**src/rtl/tlb_multiport.sv**
```systemverilog
// Fully associative Sv32 TLB: NUM_RQ registered lookup ports, 4 KiB/4 MiB pages,
// invalid-first then round-robin replacement, one outstanding page-walk request.
module tlb_multiport #(
    parameter int NUM_RQ = 2,
    parameter int LEN    = 8
) (
    input  logic                    clk,
    input  logic                    rst,
    input  logic                    IN_clear,
    input  logic [NUM_RQ-1:0]       IN_rqValid,
    input  logic [NUM_RQ-1:0][19:0] IN_rqVpn,
    output logic [NUM_RQ-1:0]       OUT_resHit,
    output logic [NUM_RQ-1:0]       OUT_resFault,
    output logic [NUM_RQ-1:0][19:0] OUT_resPpn,
    output logic [NUM_RQ-1:0][2:0]  OUT_resRwx,
    output logic                    OUT_pwReqValid,
    output logic [19:0]             OUT_pwReqVpn,
    input  logic                    IN_pwReady,
    input  logic                    IN_pwResValid,
    input  logic [19:0]             IN_pwResVpn,
    input  logic [21:0]             IN_pwResPpn,
    input  logic                    IN_pwResSuper,
    input  logic                    IN_pwResFault,
    input  logic [2:0]              IN_pwResRwx
);

    localparam int IDX_W = $clog2(LEN);

    typedef enum logic [1:0] {S_IDLE, S_REQ, S_WAIT} state_t;

    state_t                  state_q, state_d;
    logic [19:0]             req_vpn_q, req_vpn_d;
    logic                    drop_q, drop_d;
    logic [IDX_W-1:0]        rr_q, rr_d;
    logic [LEN-1:0]          valid_q, valid_d;

    logic [19:0]             vpn_q [LEN];
    logic [19:0]             ppn_q [LEN];
    logic [2:0]              rwx_q [LEN];
    logic [LEN-1:0]          super_q;
    logic [LEN-1:0]          fault_q;

    logic [NUM_RQ-1:0]       hit_q, hit_d;
    logic [NUM_RQ-1:0]       flt_q, flt_d;
    logic [NUM_RQ-1:0][19:0] ppn_res_q, ppn_res_d;
    logic [NUM_RQ-1:0][2:0]  rwx_res_q, rwx_res_d;

    logic [NUM_RQ-1:0][LEN-1:0] rq_match;
    logic [LEN-1:0]          ins_match;
    logic [NUM_RQ-1:0]       rq_ins_match;
    logic [NUM_RQ-1:0]       miss;
    logic [NUM_RQ-1:0]       miss_sup;

    logic                    lk_found;
    logic [IDX_W-1:0]        lk_sel;
    logic                    ins_hit, free_found, evict, ins_en;
    logic [IDX_W-1:0]        ins_hit_idx, free_idx, ins_idx;
    logic                    cand_valid;
    logic [19:0]             cand_vpn;
    logic                    unused_ppn_hi;

    assign unused_ppn_hi = ^IN_pwResPpn[21:20];

    genvar gi, gj;
    generate
        for (gi = 0; gi < LEN; gi++) begin : g_entry
            assign ins_match[gi] = valid_q[gi] &&
                (super_q[gi] ? (vpn_q[gi][19:10] == IN_pwResVpn[19:10])
                             : (vpn_q[gi] == IN_pwResVpn));
            for (gj = 0; gj < NUM_RQ; gj++) begin : g_port
                assign rq_match[gj][gi] = valid_q[gi] &&
                    (super_q[gi] ? (vpn_q[gi][19:10] == IN_rqVpn[gj][19:10])
                                 : (vpn_q[gi] == IN_rqVpn[gj]));
            end
        end
        // A miss is not worth a walk if the walker is already on it or its result lands now.
        for (gj = 0; gj < NUM_RQ; gj++) begin : g_sup
            assign rq_ins_match[gj] = IN_pwResSuper ? (IN_rqVpn[gj][19:10] == IN_pwResVpn[19:10])
                                                    : (IN_rqVpn[gj] == IN_pwResVpn);
            assign miss_sup[gj] = (ins_en && rq_ins_match[gj]) ||
                                  ((state_q != S_IDLE) && (IN_rqVpn[gj] == req_vpn_q));
        end
    endgenerate

    always_comb begin
        hit_d     = '0;
        flt_d     = '0;
        ppn_res_d = '0;
        rwx_res_d = '0;
        miss      = '0;
        lk_found  = 1'b0;
        lk_sel    = '0;
        for (int p = 0; p < NUM_RQ; p++) begin
            lk_found = 1'b0;
            lk_sel   = '0;
            for (int e = LEN - 1; e >= 0; e--) begin
                if (rq_match[p][e]) begin
                    lk_found = 1'b1;
                    lk_sel   = IDX_W'(e);
                end
            end
            if (IN_rqValid[p] && !IN_clear) begin
                if (lk_found) begin
                    hit_d[p] = 1'b1;
                    if (fault_q[lk_sel]) begin
                        flt_d[p] = 1'b1;
                    end else begin
                        ppn_res_d[p] = super_q[lk_sel] ? {ppn_q[lk_sel][19:10], IN_rqVpn[p][9:0]}
                                                       : ppn_q[lk_sel];
                        rwx_res_d[p] = rwx_q[lk_sel];
                    end
                end else begin
                    miss[p] = 1'b1;
                end
            end
        end
    end

    // Stale walk results after a flush are discarded until a fresh request goes out.
    always_comb begin
        ins_hit     = 1'b0;
        ins_hit_idx = '0;
        free_found  = 1'b0;
        free_idx    = '0;
        for (int e = LEN - 1; e >= 0; e--) begin
            if (ins_match[e]) begin
                ins_hit     = 1'b1;
                ins_hit_idx = IDX_W'(e);
            end
            if (!valid_q[e]) begin
                free_found = 1'b1;
                free_idx   = IDX_W'(e);
            end
        end
        ins_en  = IN_pwResValid && !IN_clear && !(drop_q && (state_q == S_IDLE));
        evict   = !ins_hit && !free_found;
        ins_idx = ins_hit ? ins_hit_idx : (free_found ? free_idx : rr_q);
        valid_d = valid_q;
        rr_d    = rr_q;
        if (IN_clear) begin
            valid_d = '0;
        end else if (ins_en) begin
            valid_d[ins_idx] = 1'b1;
            if (evict) begin
                rr_d = rr_q + IDX_W'(1);
            end
        end
    end

    always_comb begin
        cand_valid = 1'b0;
        cand_vpn   = '0;
        for (int p = NUM_RQ - 1; p >= 0; p--) begin
            if (miss[p] && !miss_sup[p]) begin
                cand_valid = 1'b1;
                cand_vpn   = IN_rqVpn[p];
            end
        end
    end

    always_comb begin
        state_d   = state_q;
        req_vpn_d = req_vpn_q;
        drop_d    = drop_q;
        case (state_q)
            S_IDLE: begin
                if (cand_valid) begin
                    state_d   = S_REQ;
                    req_vpn_d = cand_vpn;
                    drop_d    = 1'b0;
                end
            end
            S_REQ: begin
                if (IN_pwReady) begin
                    state_d = S_WAIT;
                end
            end
            S_WAIT: begin
                if (IN_pwResValid && (IN_pwResVpn == req_vpn_q)) begin
                    state_d = S_IDLE;
                end
            end
            default: state_d = S_IDLE;
        endcase
        if (IN_clear) begin
            state_d = S_IDLE;
            drop_d  = 1'b1;
        end
    end

    always_ff @(posedge clk or negedge rst) begin
        if (!rst) begin
            state_q   <= S_IDLE;
            req_vpn_q <= '0;
            drop_q    <= 1'b0;
            rr_q      <= '0;
            valid_q   <= '0;
            hit_q     <= '0;
            flt_q     <= '0;
            ppn_res_q <= '0;
            rwx_res_q <= '0;
        end else begin
            state_q   <= state_d;
            req_vpn_q <= req_vpn_d;
            drop_q    <= drop_d;
            rr_q      <= rr_d;
            valid_q   <= valid_d;
            hit_q     <= hit_d;
            flt_q     <= flt_d;
            ppn_res_q <= ppn_res_d;
            rwx_res_q <= rwx_res_d;
        end
    end

    // Payload only matters behind a valid bit, so it carries no reset.
    always_ff @(posedge clk) begin
        if (ins_en) begin
            vpn_q[ins_idx]   <= IN_pwResVpn;
            ppn_q[ins_idx]   <= IN_pwResPpn[19:0];
            rwx_q[ins_idx]   <= IN_pwResRwx;
            super_q[ins_idx] <= IN_pwResSuper;
            fault_q[ins_idx] <= IN_pwResFault;
        end
    end

    assign OUT_resHit     = hit_q;
    assign OUT_resFault   = flt_q;
    assign OUT_resPpn     = ppn_res_q;
    assign OUT_resRwx     = rwx_res_q;
    assign OUT_pwReqValid = (state_q == S_REQ);
    assign OUT_pwReqVpn   = req_vpn_q;

endmodule

```
**config.mk**
```make
export PLATFORM = sky130hd
export DESIGN_NAME = tlb_multiport
export DESIGN_NICKNAME = d
export VERILOG_FILES = /design/src/rtl/tlb_multiport.sv
export SDC_FILE = /design/constraint.sdc
export NUM_CORES = 1
export LEC_CHECK = 0
export ABC_AREA = 1
export BUFFER_PORTS_ARGS = -buffer_cell sky130_fd_sc_hd__buf_4
export CAP_MARGIN = 10
export CORE_ASPECT_RATIO = 1.5
export CORE_MARGIN = 4
export CORE_UTILIZATION = 30
export DETAILED_ROUTE_END_ITERATION = 8
export SYNTH_ARGS = -nofsm -noshare
export SYNTH_HDL_FRONTEND = slang
export SYNTH_SLANG_ARGS = --single-unit
```
**constraint.sdc**
```tcl
create_clock -name clk -period 5.5 [get_ports clk]
set_input_delay 0.55 -clock clk [delete_from_list [all_inputs] [get_ports clk]]
set_output_delay 0.55 -clock clk [all_outputs]
set_load 0.03 [all_outputs]
```
==> results of run 1 <==
power by group:
part	internal (W)	total (W)	switching, W
Sequential	0.00376	0.00396	0.000209
Clock	0.00192	0.00341	0.00149
Combinational	0.000456	0.00148	0.00103
stage by stage:
step | cells | worst slack (ps) | total power, W | util [%]
2_1_floorplan | 3729 | 900 | 0.00480 | -
3_3_place_gp | 5046 | 911 | 0.00547 | 33.0
3_5_place_dp | 5046 | 854 | 0.00547 | 33.0
4_1_cts | 5135 | 1470 | 0.00887 | 34.7
5_1_grt | 5135 | 1140 | 0.00912 | 34.7
6_report | 5140 | 1140 | 0.00886 | 34.7
Yosys cell counts, drive strengths merged, types with 2 or more instances:
library cell	instances	area share (%)
nand2	1131	15
edfxtp	360	38
nor2	346	4.6
inv	342	4.5
nand3	315	5.6
o21ai	267	4.7
buf	120	2.6
nand4	119	2.6
xor2	114	3.5
dfrtp	84	7.3
xnor2	77	2.4
nor3	76	1.5
a21oi	73	1.3
o22ai	70	1.5
nor4	55	1.2
clkbuf	47	0.62
o2111ai	22	0.67
o211ai	18	0.47
a221oi	15	0.46
or2	15	0.33
nand3b	13	0.34
nor3b	10	0.26
clkinv	9	0.12
o41ai	6	0.24
a211oi	4	0.10
and2	4	0.087
and3	4	0.087
o211a	3	0.10
o2111a	2	0.079
repair_timing:
item                                   in CTS  in global routing
hold buffers                                1                  0
endpoints found under the hold margin      39                  0
gates resized for setup                     0                  0
cells by family (layout without fill, tap and decap cells):
kind of cell / Yosys count / in the layout / synth area share (%)
flops: 444 / 444 / 45.0
other cells: 0 / 5 / 0
compound gates: 485 / 485 / 9.78
xor+xnor: 191 / 191 / 5.83
fa+ha+maj: 1 / 1 / 0.0436
simple gates: 2090 / 2090 / 31.5
buf+inv: 518 / 664 / 7.80
sequential cells by signal, summed over array words and instances (netlist names), 3 cells and up:
signal	flops
OUT_resPpn	40
rr_q	3
fault_q	8
valid_q	8
rwx_q	24
super_q	8
OUT_pwReqVpn	20
vpn_q	160
OUT_resRwx	6
ppn_q	160
layer usage:
layer / track usage (%) / vias to the layer above / wire length [microns]
met5: 0 / - / 108
met4: 17.7 / 12 / 11400
met3: 5.82 / 587 / 13100
met2: 40.8 / 1817 / 60100
met1: 28.4 / 13600 / 45700
li1: - / 12800 / -
worst min path at each step:
stage                 endpoint  cells after the start  slack, ps           start
2_1_floorplan  OUT_pwReqVpn[0]                      0        250             rst
3_3_place_gp            drop_q                      2        460          drop_q
3_5_place_dp           rr_q[2]                      1        460         rr_q[2]
4_1_cts            ppn_q[0][4]                      1        130  IN_pwResPpn[4]
5_1_grt            ppn_q[0][4]                      1        160  IN_pwResPpn[4]
6_report            fault_q[1]                      1        170   IN_pwResFault
layout by cell type, fill, tap and decap left out, types with 10 or more instances in the layout:
cell,netlist,layout
o21ai_1,47,47
clkinv_1,9,10
or2_2,12,12
inv_2,38,42
clkbuf_16,0,48
nand3_1,311,311
nor2_1,334,330
o211ai_1,18,18
inv_1,303,299
o21ai_0,220,220
edfxtp_1,360,360
a21oi_1,70,70
a221oi_1,15,15
nand2_1,1123,1119
nor3b_1,10,10
o2111ai_1,22,22
xnor2_1,77,77
o22ai_1,70,70
nand4_1,119,119
nor2_2,12,12
nor4_1,55,55
nor3_1,70,70
nand3b_1,13,13
xor2_1,114,114
dfrtp_1,84,84
buf_4,26,215
layout make-up:
cell class | instances | area share [%]
clock inverters | 25 | 0.835
diodes | 5 | 0.0381
clock buffers | 63 | 4.07
repair buffers | 225 | 5.50
well taps | 1260 | 4.80
multi-input cells | 2767 | 41.4
inverters | 351 | 4.02
flip-flops and latches | 444 | 39.3
==> impl_metrics.ini, run 1 <==
[status]
status = complete, no violations

[floorplanning]
core_sq_um = 94600
fp.dieH_microns = 387
die_x_microns = 260
ios = 165
die-area_sq_um = 101000
rows = 138
start_util_pct = 30.3

[timing]
worst_slew_pin_slew_ps = 953
period_needed_ps = 4360
finalMaxSlewViolations = 0
skew_ps = 40.3
setup-tns-final_ps = 0
hold_viol = 0
fmax_mhz = 229
fin_crit_sh_pct = 79.3
slew_headroom_pct = 36.3
setup_viol = 0
grt_setup_unrepaired = no
whs_ps = 168

[worst_setup_path]
cp_slowest_stage_delay_ps = 730
cp.required_ps = 5740
path_common_cell = nand2_1
crit_start = IN_pwResVpn[2]
path_class = in2reg
end_kind = flip-flop
worst_path_max_delay_cell = nor4_1
cp_top_family = simple AND/OR/NAND/NOR gates
cp.arrival_ps = 4600
reg2regPathDepth = 16
path_cells = buf_4, inv_1, nor2_1, nor3_1, nand4_1, nor4_1, o21ai_0, nand2_1, nand2_1, nand2_1, nand2_1, nand2_1, nand2_1, clkinv_1, nand3_1, inv_2, buf_4
startpoint_type = input port
cp.depth = 17
critical_path_buf_inv_count = 5
cp-endpoint = ppn_q[6][3]
cp_max_fo = 34
regToRegSetupSlack_ps = 1230
r2r_start = vpn_q[4][2]
r2r_end = ppn_q[6][3]

[placement]
dp_hpwl_microns = 90000
dpl_cell_area_sq_um = 31200
gp_congestion = 1.03
io_buffers = 162

[synth]
synth_nets = 3824
yosysSeqAreaShare_pct = 45.0
synth.cell_area_sq_um = 28700
synth.distinct_cells = 55
synth-edff-count = 360
ys_warn_count = 0
ys_seq_elements = 444
synthFlopType = edfxtp_1
synthArstFlopShare_pct = 18.9
netlist_instances = 3729
syn_area_per_cell_sq_um = 7.69

[global_routing]
grt_usage_pct = 24.9
grt_remaining_overflow = 0
antenna_found_initial = 11
grt_pass1_vias = 27600
grt_pass1_wl_microns = 186000
grt_max_degree = 89

[layout]
register_area_sq_um = 12900
fin_nets = 3931
nFillCells = 10100
area_delta_synth_final_pct = 14.5
fin_area_sq_um = 32800
multi_input_area_sq_um = 13600
drive_gt1_share_pct = 10.4

[cts]
cts_htree_levels = 2
cts_buffers = 47
clkTransAtPathRegs_ps = 70
clkLatencyLatePin_ps = 630
cts_setup_buffers = 0
cts.sinks = 444
cts_tree = done
ctsLongestPathBuffers = 3
cts-root-buf = clkbuf_16

[routing]
drtIter0Drc = 3559
wl_per_cell_microns = 25.4
drc = 0
vias = 28900
firstDrtPassIters = 6
drt_wl_total_microns = 131000
routed_via_density = 5.61
drtAntennaViolNets = 0

[power_and_ir_drop]
p_leak_nw = 13.9
power.density_nw_per_um2 = 270
ir_drop_v = 0.000258

[flow_run]
drv_cap = 0

[hold_path]
min_path_type = in2reg
No activity file was read; power rests on OpenSTA's default activity.
==> run 2: changes to the inputs <==
ABC_AREA = 0   (was 1)
clock period = 3.7 ns   (was 5.5 ns; I/O delays follow)
==> run 2 against run 1 <==
Global-route usage is 4.9 points lower. Area after synthesis fell by 9.2%. Clock power rose by 30%. Sequential cell count unchanged. Highest routed layer unchanged.
==> impl_metrics.ini, run 2 <==
[layout]
layout_common_cells = edfxtp_1 (360), buf_4 (341), xnor2_1 (328)
area_delta_synth_final_pct = 22.8
multi_input_area_sq_um = 12600
fin_nets = 2544
fin_util_pct = 37.1
drive_gt1_share_pct = 23.4
nFillCells = 8286
register_area_sq_um = 12900
final_common_cell = edfxtp_1

[worst_setup_path]
regToRegSetupSlack_ps = 100
path_class = reg2reg
cp.required_ps = 4220
path_cells = xor2_1, nor4_2, a41oi_2, buf_4, a211oi_1, o22ai_1, a22o_1, nand2_1, a211o_1, o311ai_4, buf_4, nor4_1, buf_4
cp_slowest_stage_delay_ps = 480
worst_path_max_delay_cell = edfxtp_1
cp.arrival_ps = 4120
reg2regPathDepth = 13
startpoint_type = flip-flop
end_kind = flip-flop
r2r_end = OUT_resPpn[23]
cp_max_fo = 7
r2r_start = vpn_q[7][9]
path_common_cell = buf_4

[timing]
hold_viol = 0
fmax_mhz = 278
period_needed_ps = 3600
finalMaxSlewViolations = 0
setup_viol = 0
fin_crit_sh_pct = 97.3
grt_setup_unrepaired = no
setup-tns-final_ps = 0
worst_slew_pin_slew_ps = 1080
slew_headroom_pct = 27.7
skew_ps = 21.9

[routing]
drtAntennaViolNets = 0
drc = 0
firstDrtPassIters = 5
drtIter0Drc = 1217
drt_wl_total_microns = 95500
vias = 19300
wl_per_cell_microns = 26.4
routed_via_density = 5.33

[synth]
synth_xor_xnor_area_share_pct = 19.6
ys_warn_count = 0
netlist_instances = 2121
synth_area_leaders = edfxtp_1 (42%), xnor2_1 (11%), mux2i_1 (8.8%), xor2_1 (8.5%), dfrtp_1 (8.1%)
synth-compound-area-share_pct = 6.57
yosysMostFrequentCell = edfxtp_1
synth-edff-count = 360
synthArstFlopShare_pct = 18.9
synth.cell_area_sq_um = 26000
synth_top_area_cell = edfxtp_1
synth_top_family_by_area = XOR/XNOR gates
syn_area_per_cell_sq_um = 12.3
yosys.area_share.simple_pct = 9.76
ys_seq_elements = 444
synth.distinct_cells = 76
netlist.area_leader.share_pct = 41.5
synthFlopType = edfxtp_1
synth_nets = 2216
synth_fa_ha_area_share_pct = 0.0481
yosysSeqAreaShare_pct = 49.6
synth_mux_area_share_pct = 11.6
synth_common_cells = edfxtp_1 (360), xnor2_1 (328), xor2_1 (252)

[hold_path]
holdPathStages = 1
min_path_type = in2reg
hold_path_startpoint = IN_pwResPpn[9]
holdPathEnd = ppn_q[7][9]

[global_routing]
grt_max_degree = 66
grtUsageMet1_pct = 21.7
grt_most_used_layer = met2
grt_util_met3_pct = 2.61
grt_pass1_wl_microns = 137000
grt_remaining_overflow = 0
grtUsageMet2_pct = 36.1
grt_pass1_vias = 20500
antenna_found_initial = 4
grt_usage_pct = 20.0

[placement]
io_buffers = 162
dp_hpwl_microns = 70500
gp_congestion = 0.966

[status]
status = complete, no violations

[cts]
cts_htree_levels = 2
ctsLongestPathBuffers = 3
cts_buffers = 42
cts-root-buf = clkbuf_16
cts_setup_buffers = 0
cts_tree = done
clkLatencyLatePin_ps = 580
clkTransAtPathRegs_ps = 70
cts.sinks = 444

[floorplanning]
die-area_sq_um = 91700
ios = 165
rows = 132
fp.dieH_microns = 369
start_util_pct = 30.2
core_sq_um = 86200
die_x_microns = 249

[power_and_ir_drop]
p_leak_nw = 11.5
power.density_nw_per_um2 = 368
ir_drop_v = 0.000271

[flow_run]
drv_cap = 0
-- run 2: repair_timing --
action                                  CTS  global route
endpoints found under the hold margin   168             0
gates resized for setup                   0             5
hold buffers                             21             0
endpoints found under the setup margin    0           240
-- run 2: worst max-delay path, delay by kind of cell (launching register included) --
| kind | cells | cell delay, ps |
|---|---|---|
| and+or+nand+nor | 3 | 790 |
| buffers and inverters | 3 | 660 |
| DFF | 1 | 480 |
| AOI/OAI and AO/OA | 6 | 1420 |
| xor gates and xnor gates | 1 | 190 |
-- run 2: per-layer routing --
metal	up-vias	part of all wire (%)	wire length, microns
li1	8566	-	-
met1	9669	36	34500
met2	800	51	48500
met3	296	5.4	5120
met4	2	7.8	7420
met5	-	0.014	13
-- run 2: logic make-up (layout without fill, tap and decap cells) --
kind of cell,count (synthesis),count (layout)
XOR/XNOR,582,582
AND/OR/NAND/NOR,453,453
flip-flops,444,444
multiplexers,293,293
AO/OA/AOI/OAI,215,215
buffers and inverters,133,495
adder cells (fa/ha/maj),1,1
other,0,3
-- run 2: power breakdown --
group / switching, W / internal, W
clock network: 0.00198 / 0.00244
registers: 0.000192 / 0.00551
logic: 0.000964 / 0.000686
-- run 2: final cells by class --
class | instances | area share [%]
clock buffers | 55 | 3.63
well taps | 1139 | 4.46
flip-flops and latches | 444 | 40.4
repair buffers | 405 | 11.4
clock inverters | 23 | 0.712
inverters | 12 | 0.141
diodes | 3 | 0.0235
multi-input cells | 1544 | 39.3
-- run 2: worst max-delay path by stage --
stage	from	to	depth (start not counted)
finish	vpn_q[7][9]	OUT_resPpn[23]	13
detailed placement	IN_pwResVpn[2]	ppn_q[3][5]	13
global route	vpn_q[7][9]	OUT_resPpn[23]	13
global placement	vpn_q[7][2]	ppn_q[1][17]	13
floorplan	vpn_q[6][8]	fault_q[0]	9
CTS	vpn_q[7][2]	vpn_q[3][13]	13
-- run 2: metrics by stage --
step	cell area, sq um	setup WS [ps]	total power, W	instances	hold slack (ps)
5_1_grt	32000	39.8	0.0122	3624	19.7
2_1_floorplan	26100	-404	0.00667	2121	74.4
6_report	32000	102	0.0118	3625	34.6
3_3_place_gp	30300	-8.77	0.00741	3523	468
4_1_cts	31900	9.21	0.0119	3622	0.196
3_5_place_dp	30300	-18.8	0.00743	3523	493
